## src/rtl/data_memory_if.sv

```systemverilog
// Bus interface for data_memory: access controls from the pipeline MEM stage
// and read-back data from the memory.
// Optional DMEM_ERR_EN adds the err (misaligned/out-of-range) flag.
interface data_memory_if;
  logic        write;
  logic [31:0] address;
  logic [31:0] write_data;
  logic [31:0] read_data;
`ifdef DMEM_ERR_EN
  logic        err;

  modport master (output write, output address, output write_data,
                  input read_data, input err);
  modport slave  (input write, input address, input write_data,
                  output read_data, output err);
`else
  modport master (output write, output address, output write_data,
                  input read_data);
  modport slave  (input write, input address, input write_data,
                  output read_data);
`endif
endinterface

```

## src/rtl/data_memory.sv

```systemverilog
// data_memory: word-organised data memory for the pipeline MEM stage.
// Byte address in, word index = address[IDX_W+1:2]; address[1:0] ignored.
// Combinational read, synchronous write, contents preloaded with mem[i]=i
// by the asynchronous active-low reset.
// Optional macro DMEM_ERR_EN: drives bus.err for misaligned or out-of-range
// addresses (forced low while in reset).
module data_memory #(
  parameter int DEPTH = 64,
  parameter int IDX_W = 6
) (
  input  logic         clk,
  input  logic         rst_n,
  data_memory_if.slave bus
);

  logic [31:0]      mem [DEPTH];
  logic [IDX_W-1:0] idx;
  logic             in_range;

  assign idx      = bus.address[IDX_W+1:2];
  assign in_range = (bus.address[31:IDX_W+2] == '0);

  // Preload on reset, otherwise store write_data into the addressed word;
  // out-of-range writes are dropped and never alias onto a legal word.
  always_ff @(posedge clk or negedge rst_n) begin
    if (!rst_n) begin
      for (int i = 0; i < DEPTH; i++) begin
        mem[i] <= 32'(i);
      end
    end else if (bus.write == 1'b1 && in_range) begin
      mem[idx] <= bus.write_data;
    end
  end

  // Zero-latency read of the addressed word, zero when out of range.
  always_comb begin
    bus.read_data = 32'd0;
    if (in_range) begin
      bus.read_data = mem[idx];
    end
  end

`ifdef DMEM_ERR_EN
  // Flag misaligned or out-of-range accesses; quiet while in reset.
  always_comb begin
    bus.err = 1'b0;
    if (rst_n) begin
      bus.err = (bus.address[1:0] != 2'b00) || !in_range;
    end
  end
`else
  logic unused_byte_offset;
  assign unused_byte_offset = ^bus.address[1:0];
`endif

endmodule

```

## src/flat_wrapper.sv

```systemverilog
// flat-port wrapper written by rule: the top's interface ports become plain ports
module data_memory_flat 
#(
  parameter int DEPTH = 64,
  parameter int IDX_W = 6
)
  (clk, rst_n, bus_write, bus_address, bus_write_data, bus_read_data);
  data_memory_if bus_i ();
  input  logic clk;
  input  logic rst_n;
  input wire logic [$bits(bus_i.write)-1:0] bus_write;
  input wire logic [$bits(bus_i.address)-1:0] bus_address;
  input wire logic [$bits(bus_i.write_data)-1:0] bus_write_data;
  output wire logic [$bits(bus_i.read_data)-1:0] bus_read_data;
  assign bus_i.write = bus_write;
  assign bus_i.address = bus_address;
  assign bus_i.write_data = bus_write_data;
  assign bus_read_data = bus_i.read_data;
  data_memory #(.DEPTH(DEPTH), .IDX_W(IDX_W)) u_core (.clk(clk), .rst_n(rst_n), .bus(bus_i));
endmodule
```

## config.mk

```make
export PLATFORM = sky130hd
export DESIGN_NAME = data_memory_flat
export DESIGN_NICKNAME = d
export VERILOG_FILES = /design/src/rtl/data_memory_if.sv /design/src/rtl/data_memory.sv /design/src/flat_wrapper.sv
export SDC_FILE = /design/constraint.sdc
export NUM_CORES = 2
export LEC_CHECK = 0
export CAP_MARGIN = 20
export CORE_MARGIN = 4
export CORE_UTILIZATION = 50
export CTS_BUF_LIST = sky130_fd_sc_hd__clkbuf_16
export DETAILED_ROUTE_END_ITERATION = 8
export GPL_ROUTABILITY_DRIVEN = 1
export HOLD_SLACK_MARGIN = 0.06
export MAX_ROUTING_LAYER = met4
export PLACE_DENSITY = 0.65
export RECOVER_POWER = 50
export SLEW_MARGIN = 40
export SYNTH_ARGS = -nofsm -noshare
export SYNTH_HDL_FRONTEND = slang
export SYNTH_SLANG_ARGS = --single-unit
```

## constraint.sdc

```tcl
create_clock -name clk -period 11.6 [get_ports clk]
set_input_delay 3.48 -clock clk [delete_from_list [all_inputs] [get_ports clk]]
set_output_delay 3.48 -clock clk [all_outputs]
set_load 0.02 [all_outputs]
```

Word level (Yosys, flattened, before mapping). Index checks and enable logic that the tools add are counted. Widths: inputs -> output; s select.

Register bits after elaboration: 2048. Bits in latches: 0. Memory bits (writable): 0. Memory bits (read-only): 0. Input port bits: 67. Output and inout port bits: 32. Logic and storage cells: 77. Memories: 0.

Add/sub/neg operators: 0. Multiply operators: 0. Div/mod/pow operators: 0. $lt $le $gt $ge: 2. Eq/ne operators: 0. Shifts and indexed selects: 0. Multiplexer cells: 7. Bitwise operators: 1. Reductions and logical operators: 3.

Operators with widths (number): $bwmux 2048 (1); $bmux 32 s6 (1); $demux 32 s6 (1); $mux 32 (4); $logic_not 24->1 (1); $ge 7x7->1 const B (1); $lt 7x1->1 const B (1); $not 6->7 (1); $logic_and 1x1->1 (2).

Logic depth before layout (Yosys ltp).
Depth in word-level cells: 6. Gate-level depth with buffers: 10. Depth with buffers taken out: 5.

Least setup slack after synthesis. No wires, ideal clock.

Path kind: input -> output. Start: input bus_address[3]. End: output bus_read_data[9]. Arrival: 5.346 ns. Required time: 8.120 ns. Setup slack: 2.774 ns. Stages on the path: 8. Buffers on the path: 3. Path through: buf_4 buf_2 buf_2 or3b_2 a21oi_1 a2111oi_0 mux2_2 a41oi_1.

Longest elaborated chain between the ends: 5.

RTL lines: from (decl) (RTL line flat_wrapper.sv:12) `input wire logic [$bits(bus_i.address)-1:0] bus_address;`; $not 6->7 (implied by the code) (RTL line data_memory.sv:39) `bus.read_data = mem[idx];`; $bmux 32 s6 (RTL line data_memory.sv:39); $mux 32 (implied by the code) (2 in a row) (RTL line data_memory.sv:39); $mux 32 (RTL line data_memory.sv:38) `if (in_range) begin`; to (decl) (RTL line flat_wrapper.sv:14) `output wire logic [$bits(bus_i.read_data)-1:0] bus_read_data;`.

Every way passes these cells. The select of a mux whose other input is x is not followed.

Worst setup path after layout.
Start: input bus_address[3]. End: output bus_read_data[31].

Same word-level chain as after synthesis.

==> results.txt <==
----------------------------------------------------
[Global routing]
  Number of antenna violations at the first check in global routing ... 24
  Global-route wire length before repair ... ~430 mm
  Number of global-route vias before repair ... between 60000 and 70000
  Overall routing resource usage ... a little under a third
  GRT Residual Overflow ... 0
  Largest net degree at the start of global routing ... 157

[Clock tree]
  Cts bufs inserted ... approximately 220
  Post-cts repair resize count ... 0
  Max H-tree Level ... 4
  Buffers inserted during post-CTS setup optimization ... 0
  Root Driver ... sky130_fd_sc_hd__clkbuf_16
  Worst skew pair latency ... between 800 and 900 ps
  Clock transition time at the flip-flop clock pins of the worst setup and hold paths ... 60 ps
  Hold buffer count at cts ... 0
  TritonCTS Sinks ... approximately 2000
  Worst-case clock buffer depth ... 3
  TritonCTS clock tree ... built

[STA]
  Tightest Pin Transition ... approximately 6500 ps
  Final Hold Fails ... 0
  Period Utilization, post-route ... 93.6%
  Headroom to the max-slew limit ... -333%
  Peak Freq ... between 90 and 100 MHz
  Number of pins exceeding their max-slew limit in the final report ... between 900 and 1000
  Layout Skew ... 0 ps
  Aggregate negative setup slack ... 0 ps
  Clock period minus worst slack ... roughly 11000 ps
  Hold slack ... 479 ps
  Setup-failing EPs final ... 0
  Setup repair after global routing missed its margin ... false

[Setup path]
  CP peak stage delay ... approximately 750 ps
  Data arrival time of the critical path ... about 7400 ps
  Data required, critical path ... 8120 ps
  Type of element capturing the critical path ... output pin
  Worst flop-to-flop path startpoint ... u_core.mem[14]
  Slowest-stage cell, CP ... sky130_fd_sc_hd__clkdlybuf4s50_1
  Peak fanout along the critical path ... 60
  Crit path kind ... in2out
  Critical path cell sequence ... buf_8, nor2b_4, buf_4, a221oi_1, o22a_1, o2111a_1, a41oi_1, clkdlybuf4s50_1
  Worst r2r dst ... u_core.mem[14]
  Setup slack on the worst flop-to-flop path ... roughly 11000 ps
  Cells on worst reg2reg path ... 1
  Launching element type of the critical path ... primary input

[Worst hold path]
  End of the worst hold path ... u_core.mem[744]
  Beginning of the worst hold path ... u_core.mem[744]
  Hold path depth ... 1
  Worst hold-check path type ... reg2reg

[Final layout]
  Final Net Count ... ~6700
  Design Area, Final ... between 100000 and 150000 um2
  Leading cell types in the layout, fill and taps excluded ... sky130_fd_sc_hd__mux2_2 (1982), sky130_fd_sc_hd__dfrtp_1 (1856), sky130_fd_sc_hd__a221oi_1 (267), sky130_fd_sc_hd__buf_4 (233), sky130_fd_sc_hd__a22oi_1 (224)
  Largest regs ... u_core.mem: 2048 flops
  Final instance count without filler cells ... around 9400
  Most common library cell in the layout ignoring fill and taps ... sky130_fd_sc_hd__mux2_2
  Fraction of final layout cells with drive strength greater than 1 ... between 40% and 50%
  Register with the highest flop count ... u_core.mem
  Number of flip-flops in the largest register ... ~2000
  Area growth, synth to finish ... 11.1%

[Yosys]
  Sequential share of the synthesized area ... between 50 and 60%
  Number of synthesized register bits ... 2048
  Synth async-reset ratio ... between 90% and 100%
  Main flop type after synthesis ... sky130_fd_sc_hd__dfrtp_1
  Count of yosys warnings during synthesis ... 0
  Post-synth EDFFs ... 0
  Mean cell area of the mapped netlist ... approximately 14 um2
  Netlist area before placement ... between 90000 and 100000 um2
  Post-Syn Instances ... 6788
  Number of distinct standard cells referenced by the synthesized netlist ... between 60 and 70
  Number of nets produced by synthesis ... around 6900

[Routing]
  Detailed Route Iter0 Violations ... 5942
  Vias per std cell ... 6.53
  Antenna-violating nets left ... 0
  DRT Pass-1 Iters ... 6
  Detailed-route wire length per cell ... 31.2 um
  Post-detailed-routing wire length ... 293 mm
  Via Count ... ~61000
  DRC viols ... 0

[Place]
  Total placed instance area ... 98600 um2
  Routability-driven placement congestion ratio ... 0.847
  Half-perimeter wire length of the detailed placement result ... around 180 mm
  Placed cells ... slightly below 9000
  Number of buffers inserted by port buffering ... 96

[Power]
  Power density cells ... about 140 nW/um2
  Leakage power ... roughly 50 nW
  Post-layout power ... 14.4 mW
  Worst vdd ir ... about 0.00013 V

[Flow run]
  Max-Cap Viols ... 12

[Floorplanning]
  Total core area ... about 190000 um2
  Area of the die ... 196000 um2
  Starting density of the core ... between 50% and 60%
  Vert. Die Dim ... around 440 um
  Number of rows created at floorplan ... around 160
  Number of I/O pins ... a little under 100
  Horizontal die dimension ... 443 um

[Run status]
  Run status ... finished, violations left
  Violated checks ... capacitance limit, slew limit

----------------------------------------------------
## how the worst max path moves through the flow
stage	start	end	cells past startpoint
after floorplan	bus_address[3]	bus_read_data[9]	8
after global placement	bus_address[4]	bus_read_data[2]	8
after detailed placement	bus_address[3]	bus_read_data[31]	8
after CTS	bus_address[3]	bus_read_data[31]	8
after global routing	rst_n	u_core.mem[1109]	4
final	bus_address[3]	bus_read_data[31]	8
## cell usage after synthesis (40+ instances only)
library cell,count,area [um2]
sky130_fd_sc_hd__buf_1,49,184
sky130_fd_sc_hd__a22o_1,64,561
sky130_fd_sc_hd__o22ai_1,103,644
sky130_fd_sc_hd__a21oi_1,118,591
sky130_fd_sc_hd__nand2_1,119,447
sky130_fd_sc_hd__nand2b_1,68,425
sky130_fd_sc_hd__mux4_2,114,2570
sky130_fd_sc_hd__nor3_1,49,245
sky130_fd_sc_hd__mux2_1,157,1770
sky130_fd_sc_hd__nand3b_1,40,300
sky130_fd_sc_hd__clkbuf_1,351,1320
sky130_fd_sc_hd__o21ai_0,79,395
sky130_fd_sc_hd__buf_2,255,1280
sky130_fd_sc_hd__mux2i_1,192,1920
sky130_fd_sc_hd__buf_4,68,510
sky130_fd_sc_hd__a22oi_1,224,1680
sky130_fd_sc_hd__dfstp_2,192,5040
sky130_fd_sc_hd__nor3_2,46,460
sky130_fd_sc_hd__a221oi_1,267,2340
sky130_fd_sc_hd__dfrtp_1,1856,46400
sky130_fd_sc_hd__mux2_2,1982,22300
## power breakdown
| part | switching, mW | total (mW) | internal [mW] |
|---|---|---|---|
| Clock | 2.96 | 6.52 | 3.55 |
| Sequential | 0.000000102 | 7.15 | 7.15 |
| Combinational | 0.608 | 0.770 | 0.162 |
| Total | 3.57 | 14.4 | 10.9 |
## through the flow
step | worst slack, ps | utilization, %
detailed placement | 790 | 52.4
global placement | 793 | 52.1
global route | 379 | 55.9
finish | 746 | 55.9
CTS | 761 | 56.0
floorplan | 2770 | -
## layout make-up
class | count | area (um2)
diodes | 13 | 32.5
multi-input cells | 3986 | 40000
clock buffers | 217 | 5430
inverters | 3 | 23.8
flip-flops and latches | 2048 | 51500
fillers | 15100 | 82900
repair buffers | 405 | 3800
clock inverters | 196 | 1210
well taps | 2495 | 3120
## routing by layer
layer | global-route usage (%) | share of wire, % | vias up
met5 | - | 0 | -
li1 | - | - | 25100
met2 | 46.2 | 46 | 2287
met3 | 5.61 | 7.0 | 644
met1 | 40.6 | 42 | 33100
met4 | 12.3 | 4.5 | 0
## cell families after synthesis
family	after synthesis	share of synthesized area, %
muxes	2445	30.2
DFF	2048	54.4
AOI/OAI and AO/OA	1022	8.06
buffers and inverters	754	3.82
and+or+nand+nor	519	3.50
## worst max-delay path: cells and delay by family
family | cells | cell delay (ps)
AO/OA/AOI/OAI | 4 | 1350
buffers and inverters | 3 | 1690
AND/OR/NAND/NOR | 1 | 700
No activity file was read; power rests on OpenSTA's default activity.
